==> src/rtl/huffman_decoder.sv <==
// Purpose : bit-serial canonical Huffman decoder; tables (count per code length,
//           symbols in canonical order) are loaded through a config write port.
// Latency : sym_valid rises one cycle after the last bit of a code is accepted.
// Backpres: while a symbol waits for sym_ready the bit input is stalled
//           (bit_ready = 0); bit acceptance also stalls during any table write.
// Ports   : CLK, RST (async, active-high); cfg_we/cfg_sel/cfg_addr/cfg_data table
//           writes (sel 0 = count[1..MAX_LEN], sel 1 = sym[0..NSYM-1]); start
//           re-aligns to a code boundary; bit_in/bit_valid/bit_ready coded input;
//           sym_out/sym_valid/sym_ready decoded output; err sticky error; busy.
module huffman_decoder #(
    parameter int MAX_LEN = 8,
    parameter int NSYM    = 16,
    parameter int SYM_W   = 8
) (
    input  logic             CLK,
    input  logic             RST,
    input  logic             cfg_we,
    input  logic             cfg_sel,
    input  logic [3:0]       cfg_addr,
    input  logic [7:0]       cfg_data,
    input  logic             start,
    input  logic             bit_in,
    input  logic             bit_valid,
    output logic             bit_ready,
    output logic [SYM_W-1:0] sym_out,
    output logic             sym_valid,
    input  logic             sym_ready,
    output logic             err,
    output logic             busy
);

    localparam int CW    = MAX_LEN + 1;          // code/first/index width
    localparam int XW    = CW + 1;               // one guard bit for sums
    localparam int LEN_W = $clog2(MAX_LEN + 1);
    localparam int SA_W  = $clog2(NSYM);

    localparam logic [1:0] S_BIT = 2'd0;
    localparam logic [1:0] S_OUT = 2'd1;
    localparam logic [1:0] S_ERR = 2'd2;

    logic [1:0]       state_q, state_d;
    logic [CW-1:0]    code_q, code_d;
    logic [CW-1:0]    first_q, first_d;
    logic [CW-1:0]    index_q, index_d;
    logic [LEN_W-1:0] len_q, len_d;
    logic [SYM_W-1:0] sym_out_q, sym_out_d;

    logic [7:0]       cnt_q [1:MAX_LEN];
    logic [SYM_W-1:0] sym_q [0:NSYM-1];

    logic [7:0]       cnt_cur;
    logic [CW-1:0]    c;
    logic [XW-1:0]    lim;
    logic [XW-1:0]    idx;
    logic             match;
    logic             oor;
    logic             accept;

    // count[len] through a compare mux so len never indexes outside 1..MAX_LEN
    always_comb begin
        cnt_cur = '0;
        for (int k = 1; k <= MAX_LEN; k++) begin
            if (len_q == LEN_W'(k)) cnt_cur = cnt_q[k];
        end
    end

    assign c      = CW'({code_q, bit_in});
    assign lim    = XW'(first_q) + XW'(cnt_cur);
    assign match  = XW'(c) < lim;
    assign idx    = XW'(index_q) + XW'(c) - XW'(first_q);
    assign oor    = idx >= XW'(NSYM);

    assign bit_ready = (state_q == S_BIT) && !cfg_we && !start;
    assign accept    = bit_valid && bit_ready;

    always_comb begin
        state_d   = state_q;
        code_d    = code_q;
        first_d   = first_q;
        index_d   = index_q;
        len_d     = len_q;
        sym_out_d = sym_out_q;
        if (start) begin
            state_d = S_BIT;
            code_d  = '0;
            first_d = '0;
            index_d = '0;
            len_d   = LEN_W'(1);
        end else begin
            case (state_q)
                S_BIT: begin
                    if (accept) begin
                        if (match) begin
                            if (oor) begin
                                state_d = S_ERR;
                            end else begin
                                sym_out_d = sym_q[idx[SA_W-1:0]];
                                state_d   = S_OUT;
                            end
                        end else if (len_q == LEN_W'(MAX_LEN)) begin
                            state_d = S_ERR;
                        end else begin
                            index_d = index_q + CW'(cnt_cur);
                            first_d = {lim[CW-2:0], 1'b0};
                            code_d  = c;
                            len_d   = len_q + LEN_W'(1);
                        end
                    end
                end
                S_OUT: begin
                    if (sym_ready) begin
                        state_d = S_BIT;
                        code_d  = '0;
                        first_d = '0;
                        index_d = '0;
                        len_d   = LEN_W'(1);
                    end
                end
                S_ERR:   state_d = S_ERR;
                default: state_d = S_BIT;
            endcase
        end
    end

    always_ff @(posedge CLK or posedge RST) begin
        if (RST) begin
            state_q   <= S_BIT;
            code_q    <= '0;
            first_q   <= '0;
            index_q   <= '0;
            len_q     <= LEN_W'(1);
            sym_out_q <= '0;
        end else begin
            state_q   <= state_d;
            code_q    <= code_d;
            first_q   <= first_d;
            index_q   <= index_d;
            len_q     <= len_d;
            sym_out_q <= sym_out_d;
        end
    end

    // Table writes; out-of-range addresses simply match no entry.
    always_ff @(posedge CLK or posedge RST) begin
        if (RST) begin
            for (int k = 1; k <= MAX_LEN; k++) cnt_q[k] <= '0;
            for (int k = 0; k < NSYM; k++)     sym_q[k] <= '0;
        end else if (cfg_we) begin
            if (!cfg_sel) begin
                for (int k = 1; k <= MAX_LEN; k++) begin
                    if (cfg_addr == 4'(k)) cnt_q[k] <= cfg_data;
                end
            end else begin
                for (int k = 0; k < NSYM; k++) begin
                    if (cfg_addr == 4'(k)) sym_q[k] <= SYM_W'(cfg_data);
                end
            end
        end
    end

    assign sym_out   = sym_out_q;
    assign sym_valid = (state_q == S_OUT);
    assign err       = (state_q == S_ERR);
    assign busy      = (len_q != LEN_W'(1)) || (state_q != S_BIT);

endmodule
==> config.mk <==
export PLATFORM = sky130hd
export DESIGN_NAME = huffman_decoder
export DESIGN_NICKNAME = d
export VERILOG_FILES = /design/src/rtl/huffman_decoder.sv
export SDC_FILE = /design/constraint.sdc
export NUM_CORES = 1
export LEC_CHECK = 0
export BUFFER_PORTS_ARGS = -buffer_cell sky130_fd_sc_hd__buf_2
export CAP_MARGIN = 20
export CELL_PAD_IN_SITES_DETAIL_PLACEMENT = 1
export CELL_PAD_IN_SITES_GLOBAL_PLACEMENT = 1
export CORE_MARGIN = 2
export CORE_UTILIZATION = 51
export CTS_CLUSTER_DIAMETER = 40
export DETAILED_ROUTE_END_ITERATION = 8
export PLACE_DENSITY_LB_ADDON = 0.05
export SYNTH_ARGS = -nofsm -noshare
export SYNTH_HDL_FRONTEND = slang
export SYNTH_SLANG_ARGS = --single-unit
==> constraint.sdc <==
create_clock -name CLK -period 17.4 [get_ports CLK]
set_clock_uncertainty 0.05 [all_clocks]
set_input_delay 2.61 -clock CLK [delete_from_list [all_inputs] [get_ports CLK]]
set_output_delay 2.61 -clock CLK [all_outputs]
set_load 0.01 [all_outputs]
**Word level (Yosys, flattened, before mapping)**

Index checks and enable logic that the tools add are counted.

- Register bits after elaboration: 232
- Bits in latches: 0
- Memory bits (writable): 0
- Bits in read-only memories: 0
- Input port bits: 20
- Memories kept: 0

- Add/subtract/negate cells: 5
- Multiply operators: 0
- Div/mod/pow operators: 0
- $lt $le $gt $ge: 3
- Eq/ne operators: 31
- Shift operators: 0
- Muxes and demuxes: 40
- Bitwise gates (word level): 4
- Reductions and logical operators: 37

Operators by type and width:

| cell | count |
|---|---|
| 8-bit two-way mux | 14 |
| 9-bit two-way mux | 9 |
| 3-bit AND reduction | 25 |
| 4-bit equality test (second input constant) | 9 |
| 9-bit one-hot mux with 2 select lines | 2 |
| 8-bit binary-select mux with 4-bit select | 1 |
| 4-bit by 3-bit equality test with 1-bit output (second input constant) | 8 |
| 4-bit two-way mux | 5 |
| 4-bit by 2-bit equality test with 1-bit output (second input constant) | 4 |
| 8-bit one-hot mux with 2 select lines | 1 |
| 2-bit two-way mux | 6 |
| 9-bit by 8-bit adder with 10-bit output | 1 |
| 9-bit by 9-bit adder with 10-bit output | 1 |
| 10-bit by 5-bit greater-or-equal comparator with 1-bit output (second input constant) | 1 |
| 9-bit by 10-bit less-than comparator with 1-bit output | 1 |
| 5-bit AND reduction | 2 |
| 10-bit by 9-bit subtractor with 10-bit output | 1 |
| 9-bit by 8-bit adder with 9-bit output | 1 |
| 3-bit inequality test (second input constant) | 3 |
| 4-bit by 1-bit equality test with 1-bit output (second input constant) | 2 |
| 4-bit one-hot mux with 2 select lines | 1 |
| 2-bit one-hot mux with 3 select lines | 1 |
| 5-bit greater-or-equal comparator (second input constant) | 1 |
| 4-bit NOT with 5-bit output | 1 |
| other kinds (14) | 19 |

**Logic depth before layout (Yosys ltp)**

- Word-level depth: 15
- Mapped depth: 26

**Worst setup path before layout**

No wires, ideal clock.

- Path type: in2out
- Start point: in start
- End point: out bit_ready
- Data arrival time: 3.281 ns
- Required time: 14.740 ns
- Slack: 11.459 ns
- Stages: 2
- Path buffers: 1
- Cells stage by stage: buf_2 -> nor4_1

- Cells in the longest elaborated chain, start to end: 2

Ends and longest elaborated chain:

| item | line | text |
|---|---|---|
| from (decl) | 21 | `input logic start,` |
| 1-bit zero test | 73 | `assign bit_ready = (state_q == S_BIT) && !cfg_we && !start;` |
| 1-bit logical AND | 73 |  |
| to (decl) | 24 | `output logic bit_ready,` |

Every way passes these cells.

**Final worst setup path**

- Start point: reg len_q[0]
- End point: reg sym_out_q[6] (netlist: sym_out[6])

- Cells in the longest elaborated chain, start to end: 12

Ends and longest elaborated chain:

| item | line | text |
|---|---|---|
| from (decl) | 45 | `logic [LEN_W-1:0] len_q, len_d;` |
| from (signal assigned) | 138 | `len_q <= len_d;` |
| 4-bit by 1-bit equality test with 1-bit output | 63 | `if (len_q == LEN_W'(k)) cnt_cur = cnt_q[k];` |
| 8-bit two-way mux (7 in a row) | 63 |  |
| 8-bit two-way mux (*) | 63 |  |
| 9-bit by 8-bit adder with 10-bit output (*) | 68 | `assign lim = XW'(first_q) + XW'(cnt_cur);` |
| 9-bit by 10-bit less-than comparator with 1-bit output (*) | 69 | `assign match = XW'(c) < lim;` |
| 5-bit AND reduction (no line) (*) | n/a |  |
| to (signal assigned) | 139 | `sym_out_q <= sym_out_d;` |
| to (decl) | 46 | `logic [SYM_W-1:0] sym_out_q, sym_out_d;` |

Mark *: on every way between the ends. The rest lies on a longest branch, timed or not.
A chain may end at the register's enable or synchronous reset.

==> results.sh <==
export IMPL_multiInputGateArea_mm2=0.005954
export IMPL_syn_nets=1026
export IMPL_finalSetupTns_ns=0
export IMPL_syn_mean_instance_area_um2=12.64
export IMPL_power_frac_comb=0.421
export IMPL_fp_row_count=56
export IMPL_sequential_element_share_of_the_synthesized_area=0.4770
export IMPL_clock_tree_htree_level_count=2
export IMPL_irDropWorstVdd_mv=0.1249
export IMPL_final_worst_path_period_share=0.3687
export IMPL_tritoncts="yes"
export IMPL_p_seq_frac=0.262
export IMPL_fin_nets=1057
export IMPL_worstMarginPinSlew_ns=1.117
export IMPL_first_global_vias=8776
export IMPL_cts_path_max_buffers=3
export IMPL_place_port_buffers=31
export IMPL_mostFrequentLayoutCell="sky130_fd_sc_hd__dfrtp_1"
export IMPL_wire_length_of_the_first_global_routing_pass_mm=50.47
export IMPL_replace_congestion=0.8499
export IMPL_postSynthCellCount=959
export IMPL_areaGrowthSynthToFinish_pct=16.17
export IMPL_wl_per_cell_um=23.82
export IMPL_maximum_number_of_pins_on_one_net_before_global_route_repair=92
export IMPL_drtAntennaViolNets=0
export IMPL_p_clk_frac=0.317
export IMPL_clkSlewWorstSetupHoldPaths_ns=0.05
export IMPL_power_per_cell_area_mw_per_mm2=196.4
export IMPL_detail_route_iter0_violations=435
export IMPL_groute_usage_overall=0.2676
export IMPL_synth_distinct_cells=65
export IMPL_die_y_um=158.2
export IMPL_clock_sinks=231
export IMPL_regArea_mm2=0.005782
export IMPL_cts_repair_timing_setup_buffer_count=0
export IMPL_finalHoldViolations=0
export IMPL_yosysWarningCount=0
export IMPL_timing_worst_setup_path_type="register to register"
export IMPL_cp_end_kind="register"
export IMPL_worst_endpoint_arrival_ns=6.76
export IMPL_most_used_routing_layer_in_global_routing="met2"
export IMPL_die_w_um=158.2
export IMPL_path_type_of_the_worst_min_delay_path="register to register"
export IMPL_grt_ovfl_total=0
export IMPL_vias_per_cell=5.943
export IMPL_post_cts_hold_buffer_count=0
export IMPL_route_final_wire_length_mm=31.95
export IMPL_detail_route_drc_violations=0
export IMPL_global_route_usage_met2=0.4631
export IMPL_number_of_slew_limit_violations_in_the_final_report=0
export IMPL_global_route_usage_met3=0.03832
export IMPL_p_switching_w=0.0009683
export IMPL_initial_utilization=0.5179
export IMPL_firstDrtPassIters=5
export IMPL_cts_root_buf="sky130_fd_sc_hd__clkbuf_16"
export IMPL_ys_seq_elements=231
export IMPL_maxSlewHeadroom=0.2499
export IMPL_synth_ff_type="sky130_fd_sc_hd__dfrtp_1"
export IMPL_core_area_mm2=0.02340
export IMPL_most_used_cells_in_the_layout_excluding_fill_and_tap_cells="230 x sky130_fd_sc_hd__dfrtp_1, 209 x sky130_fd_sc_hd__mux2_2, 55 x sky130_fd_sc_hd__a21oi_1"
export IMPL_routed_via_count=7969
export IMPL_async_reset_ff_frac=1.000
export IMPL_post_cts_resized=0
export IMPL_int_power_w=0.001797
export IMPL_netSwitchingFraction=0.3502
export IMPL_die_area_mm2=0.02501
export IMPL_grt_antenna_before_repair=2
export IMPL_cap_violations=0
export IMPL_timing_fmax_mhz=155.9
export IMPL_globalRouteMet1Util=0.3432
export IMPL_path_max_fanout=25
export IMPL_worst_ep_required_time_ns=17.75
export IMPL_start_kind="register"
export IMPL_run_status="finished, final reports clean"
export IMPL_period_needed_ns=6.415
export IMPL_ios=32
export IMPL_place_hpwl_mm=21.63
export IMPL_post_synthesis_instance_area_mm2=0.01212
export IMPL_power_total_w=0.002765
export IMPL_n_fill_cell=2299
export IMPL_cts_buf_count=40
export IMPL_grt_setup_unrepaired="no"
export IMPL_layout_drive_gt1_share=0.3702
export IMPL_total_leakage_power_nw=6.457
export IMPL_setup_viol=0
export IMPL_edff_count_synth=0
export IMPL_clock_latency_ns=0.53
-- per-stage QoR --
stage	worst slack, ns	hold WS (ns)	std cells	instance area (um2)	utilization
2_1_floorplan	8.409	0.4239	959	12120	-
5_1_grt	10.55	0.4637	1341	14080	0.6016
6_report	10.99	0.4493	1341	14080	0.6016
4_1_cts	10.93	0.4526	1338	14030	0.5995
3_3_place_gp	11.27	0.4318	1265	12510	0.5345
3_5_place_dp	10.99	0.4386	1265	12510	0.5345
-- registers in the layout, summed over array words and instances, names as in the netlist --
signal / flops
code_q: 8
first_q: 8
cnt_q: 64
state_q: 2
len_q: 4
index_q: 9
sym_q: 128
sym_out: 8
-- kinds of logic after synthesis --
family / Yosys count / share of synthesized area
and+or+nand+nor: 193 / 0.08331
adders and majority gates: 47 / 0.05471
buffers and inverters: 94 / 0.03190
muxes: 268 / 0.2846
xor gates and xnor gates: 12 / 0.008672
AOI/OAI and AO/OA: 114 / 0.05977
DFF: 231 / 0.4770
-- power by group through the flow --
stage,Combinational (W),Clock (W),Sequential [W]
6_report,0.00116,0.000876,0.000726
3_3_place_gp,0.00113,0,0.000720
2_1_floorplan,0.000886,0,0.000703
3_5_place_dp,0.00116,0,0.000732
5_1_grt,0.00127,0.000915,0.000739
4_1_cts,0.00117,0.000889,0.000725
-- path summary, 6_finish.rpt --
check,slack [ns],cells past startpoint,start,end
worst max-delay path,10.99,18,len_q[0],sym_out[6]
worst min-delay path,0.45,1,sym_q[33],sym_q[33]
worst max register to register,10.99,18,len_q[0],sym_out[6]
worst min register to register,0.45,1,sym_q[33],sym_q[33]
max in group asynchronous,13.74,3,RST,sym_out[6]
min in group asynchronous,2.12,2,RST,sym_q[111]
-- final cells by class --
type,instances,share of cell area
well taps,319,0.02835
inverters,44,0.01226
flip-flops and latches,231,0.4106
diodes,1,0.0001777
clock buffers,48,0.07687
clock inverters,25,0.03119
multi-input cells,634,0.4229
repair buffers,39,0.01760
-- layer usage --
metal | share of wire | vias to the layer above | routed length, um
li1 | - | 3560 | -
met1 | 0.43 | 4220 | 13580
met2 | 0.51 | 127 | 16360
met3 | 0.035 | 62 | 1113
met4 | 0.028 | 0 | 893
met5 | 0 | - | 0
-- synthesized netlist by cell type (3+ instances only) --
master | n | area [um2]
sky130_fd_sc_hd__o21ai_0 | 15 | 75.07
sky130_fd_sc_hd__xor2_1 | 3 | 26.28
sky130_fd_sc_hd__nand3_1 | 13 | 65.06
sky130_fd_sc_hd__o221ai_1 | 3 | 26.28
sky130_fd_sc_hd__fa_1 | 10 | 200.2
sky130_fd_sc_hd__ha_1 | 37 | 462.9
sky130_fd_sc_hd__mux2_2 | 209 | 2354
sky130_fd_sc_hd__a21oi_1 | 55 | 275.3
sky130_fd_sc_hd__mux2i_1 | 18 | 180.2
sky130_fd_sc_hd__a21o_1 | 5 | 37.54
sky130_fd_sc_hd__nor2_1 | 42 | 157.7
sky130_fd_sc_hd__buf_2 | 6 | 30.03
sky130_fd_sc_hd__clkbuf_1 | 30 | 112.6
sky130_fd_sc_hd__dfrtp_1 | 230 | 5756
sky130_fd_sc_hd__or3_1 | 5 | 31.28
sky130_fd_sc_hd__nor3_1 | 10 | 50.05
sky130_fd_sc_hd__xnor2_1 | 9 | 78.83
sky130_fd_sc_hd__nand2b_1 | 8 | 50.05
sky130_fd_sc_hd__and3_1 | 3 | 18.77
sky130_fd_sc_hd__nor2b_1 | 11 | 68.82
sky130_fd_sc_hd__o22ai_1 | 7 | 43.79
sky130_fd_sc_hd__or2_2 | 5 | 31.28
sky130_fd_sc_hd__nor4_1 | 5 | 31.28
sky130_fd_sc_hd__nand4_1 | 5 | 31.28
sky130_fd_sc_hd__and2_1 | 4 | 25.02
sky130_fd_sc_hd__buf_1 | 11 | 41.29
sky130_fd_sc_hd__nand3b_1 | 17 | 127.6
sky130_fd_sc_hd__nand2_1 | 52 | 195.2
sky130_fd_sc_hd__inv_1 | 43 | 161.4
sky130_fd_sc_hd__o211ai_1 | 3 | 22.52
sky130_fd_sc_hd__mux4_2 | 40 | 900.9
-- worst max-delay path: stages (launching register included) --
cell and delay, ns:
sky130_fd_sc_hd__dfstp_2 0.58, sky130_fd_sc_hd__ha_1 0.78, sky130_fd_sc_hd__nand2_1 0.39, sky130_fd_sc_hd__and2_0 0.38, sky130_fd_sc_hd__a21oi_1 0.38, sky130_fd_sc_hd__ha_1 0.31, sky130_fd_sc_hd__a21o_1 0.16, sky130_fd_sc_hd__a21oi_1 0.22
sky130_fd_sc_hd__nor2b_1 0.10, sky130_fd_sc_hd__o311a_1 0.33, sky130_fd_sc_hd__o22ai_1 0.16, sky130_fd_sc_hd__xnor2_1 0.14, sky130_fd_sc_hd__ha_1 0.28, sky130_fd_sc_hd__a21oi_1 0.16, sky130_fd_sc_hd__nand2_1 0.08, sky130_fd_sc_hd__nor3_1 0.35
sky130_fd_sc_hd__a21oi_1 0.22, sky130_fd_sc_hd__nor4_4 0.82, sky130_fd_sc_hd__mux2_2 0.42
Power figures use the tool's default switching activity.
